## config.mk

```make
export PLATFORM = sky130hd
export DESIGN_NAME = alu_mc
export DESIGN_NICKNAME = d
export VERILOG_FILES = /design/src/rtl/alu_mc.sv
export SDC_FILE = /design/constraint.sdc
export NUM_CORES = 1
export LEC_CHECK = 0
export ABC_AREA = 0
export CORE_UTILIZATION = 37
export DETAILED_ROUTE_END_ITERATION = 10
export DONT_BUFFER_PORTS = 1
export GPL_TIMING_DRIVEN = 0
export PLACE_DENSITY = 0.48
export SLEW_MARGIN = 20
export SYNTH_ARGS = -nofsm -noshare
export SYNTH_HDL_FRONTEND = slang
export SYNTH_SLANG_ARGS = --single-unit
export TNS_END_PERCENT = 100
```

## constraint.sdc

```tcl
create_clock -name clk -period 5.8 [get_ports clk]
set_clock_uncertainty 0.05 [all_clocks]
set_input_delay 0.58 -clock clk [delete_from_list [all_inputs] [get_ports clk]]
set_output_delay 0.58 -clock clk [all_outputs]
set_load 0.02 [all_outputs]
```

## src/rtl/alu_mc.sv

```systemverilog
// alu_mc: multi-cycle W-bit ALU with valid/ready handshake, iterative shifts and shift-add multiply
module alu_mc #(
  parameter int W    = 8,
  parameter int IMMW = 4
) (
  input  logic            clk,
  input  logic            rst_n,
  input  logic            in_valid,
  output logic            in_ready,
  input  logic [3:0]      alu_cmd,
  input  logic [W-1:0]    inA,
  input  logic [W-1:0]    inB,
  input  logic [IMMW-1:0] imm,
  input  logic            sc_i,
  output logic            out_valid,
  input  logic            out_ready,
  output logic [W-1:0]    rslt,
  output logic [W-1:0]    rslt_hi,
  output logic            sc_o,
  output logic            zero,
  output logic            pari,
  output logic            err
);
  localparam int NW = $clog2(W) + 1;
  typedef enum logic [1:0] {IDLE, RUN, DONE} state_t;
  state_t        state, state_n;
  logic [3:0]    op;
  logic          sc;
  logic [W-1:0]  m;
  logic [NW-1:0] cnt, cnt_n, n;
  logic [W-1:0]  lo_n, hi_n;
  logic          c_n, err_n, acc, multi, load;
  logic [W:0]    sum;
  assign out_valid = (state == DONE);
  assign in_ready  = (state == IDLE) | (out_valid & out_ready);
  assign acc       = in_valid & in_ready;
  assign n         = (inB[NW-1:0] > NW'(W)) ? NW'(W) : inB[NW-1:0];
  assign multi     = (((alu_cmd == 4'h1) || (alu_cmd == 4'h2)) && (n != '0)) || (alu_cmd == 4'h5);
  // the running product lives in {rslt_hi,rslt}; rslt doubles as the multiplier being consumed
  assign sum       = {1'b0, rslt_hi} + (rslt[0] ? {1'b0, m} : '0);
  // next state plus next datapath values for an accept or one iterative step
  always_comb begin
    state_n = state;
    cnt_n   = cnt;
    lo_n    = rslt;
    hi_n    = rslt_hi;
    c_n     = sc_o;
    err_n   = err;
    load    = 1'b0;
    if (acc) begin
      load    = 1'b1;
      state_n = multi ? RUN : DONE;
      cnt_n   = (alu_cmd == 4'h5) ? NW'(W) : n;
      lo_n    = inA;
      hi_n    = '0;
      c_n     = 1'b0;
      err_n   = 1'b0;
      case (alu_cmd)
        4'h0, 4'h1, 4'h2: if (alu_cmd == 4'h0) {c_n, lo_n} = {1'b0, inA} + {1'b0, inB} + (W+1)'(sc_i);
        4'h3:    lo_n = ~(inA & inB);
        4'h4:    {c_n, lo_n} = {1'b0, inA} - {1'b0, inB} + (W+1)'(sc_i);
        4'h5:    lo_n = inB;
        4'h7:    {c_n, lo_n} = {1'b0, inB} + (W+1)'(imm) + (W+1)'(sc_i);
        default: begin
          lo_n  = '0;
          err_n = 1'b1;
        end
      endcase
    end else if (state == RUN) begin
      load    = 1'b1;
      cnt_n   = cnt - NW'(1);
      state_n = (cnt == NW'(1)) ? DONE : RUN;
      case (op)
        4'h1:    {c_n, lo_n} = {rslt, sc};
        4'h2:    {lo_n, c_n} = {sc, rslt};
        default: begin
          {hi_n, lo_n} = {sum, rslt[W-1:1]};
          c_n = |hi_n;
        end
      endcase
    end else if (out_valid && out_ready) begin
      state_n = IDLE;
    end
  end
  // state, captured operands and registered result/flags; results hold whenever load is low
  always_ff @(posedge clk or negedge rst_n) begin
    if (!rst_n) begin
      state   <= IDLE;
      cnt     <= '0;
      op      <= '0;
      sc      <= 1'b0;
      m       <= '0;
      rslt    <= '0;
      rslt_hi <= '0;
      sc_o    <= 1'b0;
      zero    <= 1'b0;
      pari    <= 1'b0;
      err     <= 1'b0;
    end else begin
      state <= state_n;
      cnt   <= cnt_n;
      if (acc) begin
        op <= alu_cmd;
        sc <= sc_i;
        m  <= inA;
      end
      if (load) begin
        rslt    <= lo_n;
        rslt_hi <= hi_n;
        sc_o    <= c_n;
        err     <= err_n;
        zero    <= ~|{hi_n, lo_n};
        pari    <= ^lo_n;
      end
    end
  end
endmodule

```

==> impl_metrics.ini <==
[grt]
grt_pass1_wl_um = 19300
antenna_found_initial = 0
grt_max_degree = 40
track_usage = 0.224
grt_pass1_vias = 3637
gr-total-overflow = 0

[finish]
diodes = 0
syn_to_final_growth_pct = 7.56
fillers = 1107
nets = 582
drive_gt1_frac = 0.0454

[placed_design]
place_congestion = 0.815
numPortBuffers = 0
hpwl_um = 9870

[cts]
cts_root_buf = clkbuf_8
h-tree-depth = 2
clockBufferDepth = 2
cts_tree = built
clkSinkCount = 39
numCtsBuffers = 5
clk_latency_ns = 0.30
cts_resized = 0
cts_setup_buffers = 0
clkTransAtPathRegs_ns = 0.08

[route]
via_per_inst = 5.62
drt-pass1-iter-count = 4
drcViolationCount = 0
ant_nets = 0
drt-initial-drc-count = 167
wl_um = 12300
wire_per_inst_um = 19.1
num_vias = 3613

[timing]
period_minus_slack_ns = 4.15
hold_viol = 0
finalSetupTns_ns = 0
maxSlewViolCount = 0
hold_ws_ns = 0.0642
worst_pin_slew_ns = 0.742
timing.final.crit_share = 0.716
relSlewSlack = 0.501
fmax_mhz = 241
setup_violations = 0
rsz0062_at_grt = no

[critical_path]
crit_type = in -> reg
r2r_start = rslt[0]
arrival_ns = 4.31
reg2regPathDepth = 14
required_ns = 5.96
r2r_slack_ns = 1.92
start_kind = input port
end_kind = flop
r2r-end = zero
cp_max_fo = 3

[power_and_ir_drop]
cellLeakagePower_uw = 0.00186
p_per_area_nw_per_um2 = 165
ir_worst_vdd_mv = 0.0794

[job]
drv_cap = 0

[floorplanning]
die_h_um = 106
design.die.area_sq_um = 11100
initial_core_util = 0.383
core_area_sq_um = 10400
die_x_um = 106
ios = 51
rows = 37

[synth]
avgSynthCellArea_sq_um = 7.97
ys_seq_area_frac = 0.246
synthDistinctLibCells = 61
yosysTopAreaCell = dfrtp_1
async_flop_share = 1.00
syn-instance-count = 498
ys_seq_elements = 39
yosysWarnings = 0
netlist.area_leader.share = 0.246
synthesis.nets = 574
synth_area_sq_um = 3970
synth_area_leaders = dfrtp_1 (25%), ha_1 (13%), nand2_1 (5.2%), o21ai_0 (5.0%), nor2_1 (4.4%)
synth_edf_count = 0
ys.flop_type = dfrtp_1

[run_status]
status = complete, no violations

[min_path]
min_path_type = in -> async
[power by group]
group	total [uW]	internal, uW	switching [uW]	leakage [uW]
Clock	211	108	103	0.0000505
Combinational	200	85.1	115	0.00135
Sequential	294	281	12.7	0.000459
[final cells by class]
type,count,area [sq um],area share
clock inverter,1,7.51,0.00176
timing repair buffer,1,20.0,0.00469
sequential,39,976,0.229
tap,136,170,0.0398
multi-input combinational,406,2800,0.655
clock buffer,7,96.3,0.0226
buffer,21,83.8,0.0196
inverter,32,120,0.0281
[worst max-delay path by stage]
stage	from	to	slack, ns	cells past startpoint
after global placement	sc_i	zero	1.33	16
after CTS	sc_i	zero	1.61	16
after detailed placement	sc_i	zero	1.30	16
after global routing	sc_i	zero	1.41	16
after floorplan	sc_i	zero	1.83	16
final	sc_i	zero	1.65	16
[cells in the final DEF (no fill, tap or decap), types with 6 or more instances in the layout]
cell | netlist | routed
inv_1 | 32 | 32
o21ai_0 | 40 | 40
fa_1 | 6 | 6
nand3_1 | 11 | 11
nand2_1 | 55 | 55
clkbuf_1 | 14 | 14
ha_1 | 41 | 41
nand2b_1 | 9 | 9
mux2i_1 | 13 | 13
nor2b_1 | 13 | 13
nor2_1 | 47 | 47
xor2_1 | 6 | 6
dfrtp_1 | 39 | 39
o22ai_1 | 7 | 7
and2_1 | 11 | 11
a21oi_1 | 31 | 31
a211oi_1 | 8 | 8
nor3_1 | 7 | 7
xnor2_1 | 20 | 20
clkbuf_8 | 0 | 7
[state kept, by name, summed over array words and instances, names as in the netlist]
| name | count |
|---|---|
| rslt | 8 |
| err | 1 |
| state | 2 |
| cnt | 4 |
| op | 4 |
| sc_o | 1 |
| m | 8 |
| pari | 1 |
| zero | 1 |
| sc | 1 |
| rslt_hi | 8 |
[cells by family after synthesis]
family,count (synthesis),synth area share
buffers and inverters,53,0.0514
xor gates and xnor gates,27,0.0615
and+or+nand+nor,179,0.217
DFF,39,0.246
adders and majority gates,47,0.159
AOI/OAI and AO/OA,139,0.230
muxes,14,0.0356
[synth_stat cells (4+ instances only)]
cell,n
a21oi_1,31
o22ai_1,7
nor3_1,7
clkbuf_1,14
a31oi_1,5
nand2_1,55
mux2i_1,13
fa_1,6
dfrtp_1,39
xor2_1,6
nor2b_1,13
ha_1,41
o21ai_0,40
a221o_1,5
nor2_1,47
xnor2_1,20
nor4_1,6
a211oi_1,8
and2_1,11
inv_1,32
o31ai_1,4
nand2b_1,9
nand3_1,11
nand3b_1,4
[layer usage]
layer | global-route usage | part of all wire | wire length (um)
met5 | 0 | 0 | 0
met2 | 0.400 | 0.49 | 6060
met1 | 0.270 | 0.43 | 5300
met4 | 0.0734 | 0.021 | 261
met3 | 0.0396 | 0.052 | 632
[repair_timing]
item,4_1_cts,5_1_grt
hold buffers,1,0
setup endpoints to repair,0,0
hold endpoints to repair,39,0
[stage by stage]
| stage | utilization | setup slack [ns] | area [sq um] | instances | total power [uW] |
|---|---|---|---|---|---|
| after floorplan | - | 1.83 | 3970 | 498 | 448 |
| after global placement | 0.399 | 1.33 | 4140 | 634 | 489 |
| after detailed placement | 0.399 | 1.30 | 4140 | 634 | 492 |
| after CTS | 0.411 | 1.61 | 4260 | 643 | 711 |
| after global routing | 0.412 | 1.41 | 4270 | 643 | 748 |
| final | 0.412 | 1.65 | 4270 | 643 | 705 |
[worst max-delay path, cell delays in order]
cell and delay (ns):
inv_1 0.05, ha_1 0.27, inv_1 0.04, ha_1 0.20, fa_1 0.42, a21oi_1 0.21, o22ai_1 0.18, mux2_2 0.30
a221o_1 0.36, o21ai_0 0.22, nor2b_1 0.17, ha_1 0.17, nand4_1 0.13, or4_1 0.50, or3_1 0.34, o31ai_2 0.17
(Power assumes the default switching activity.)
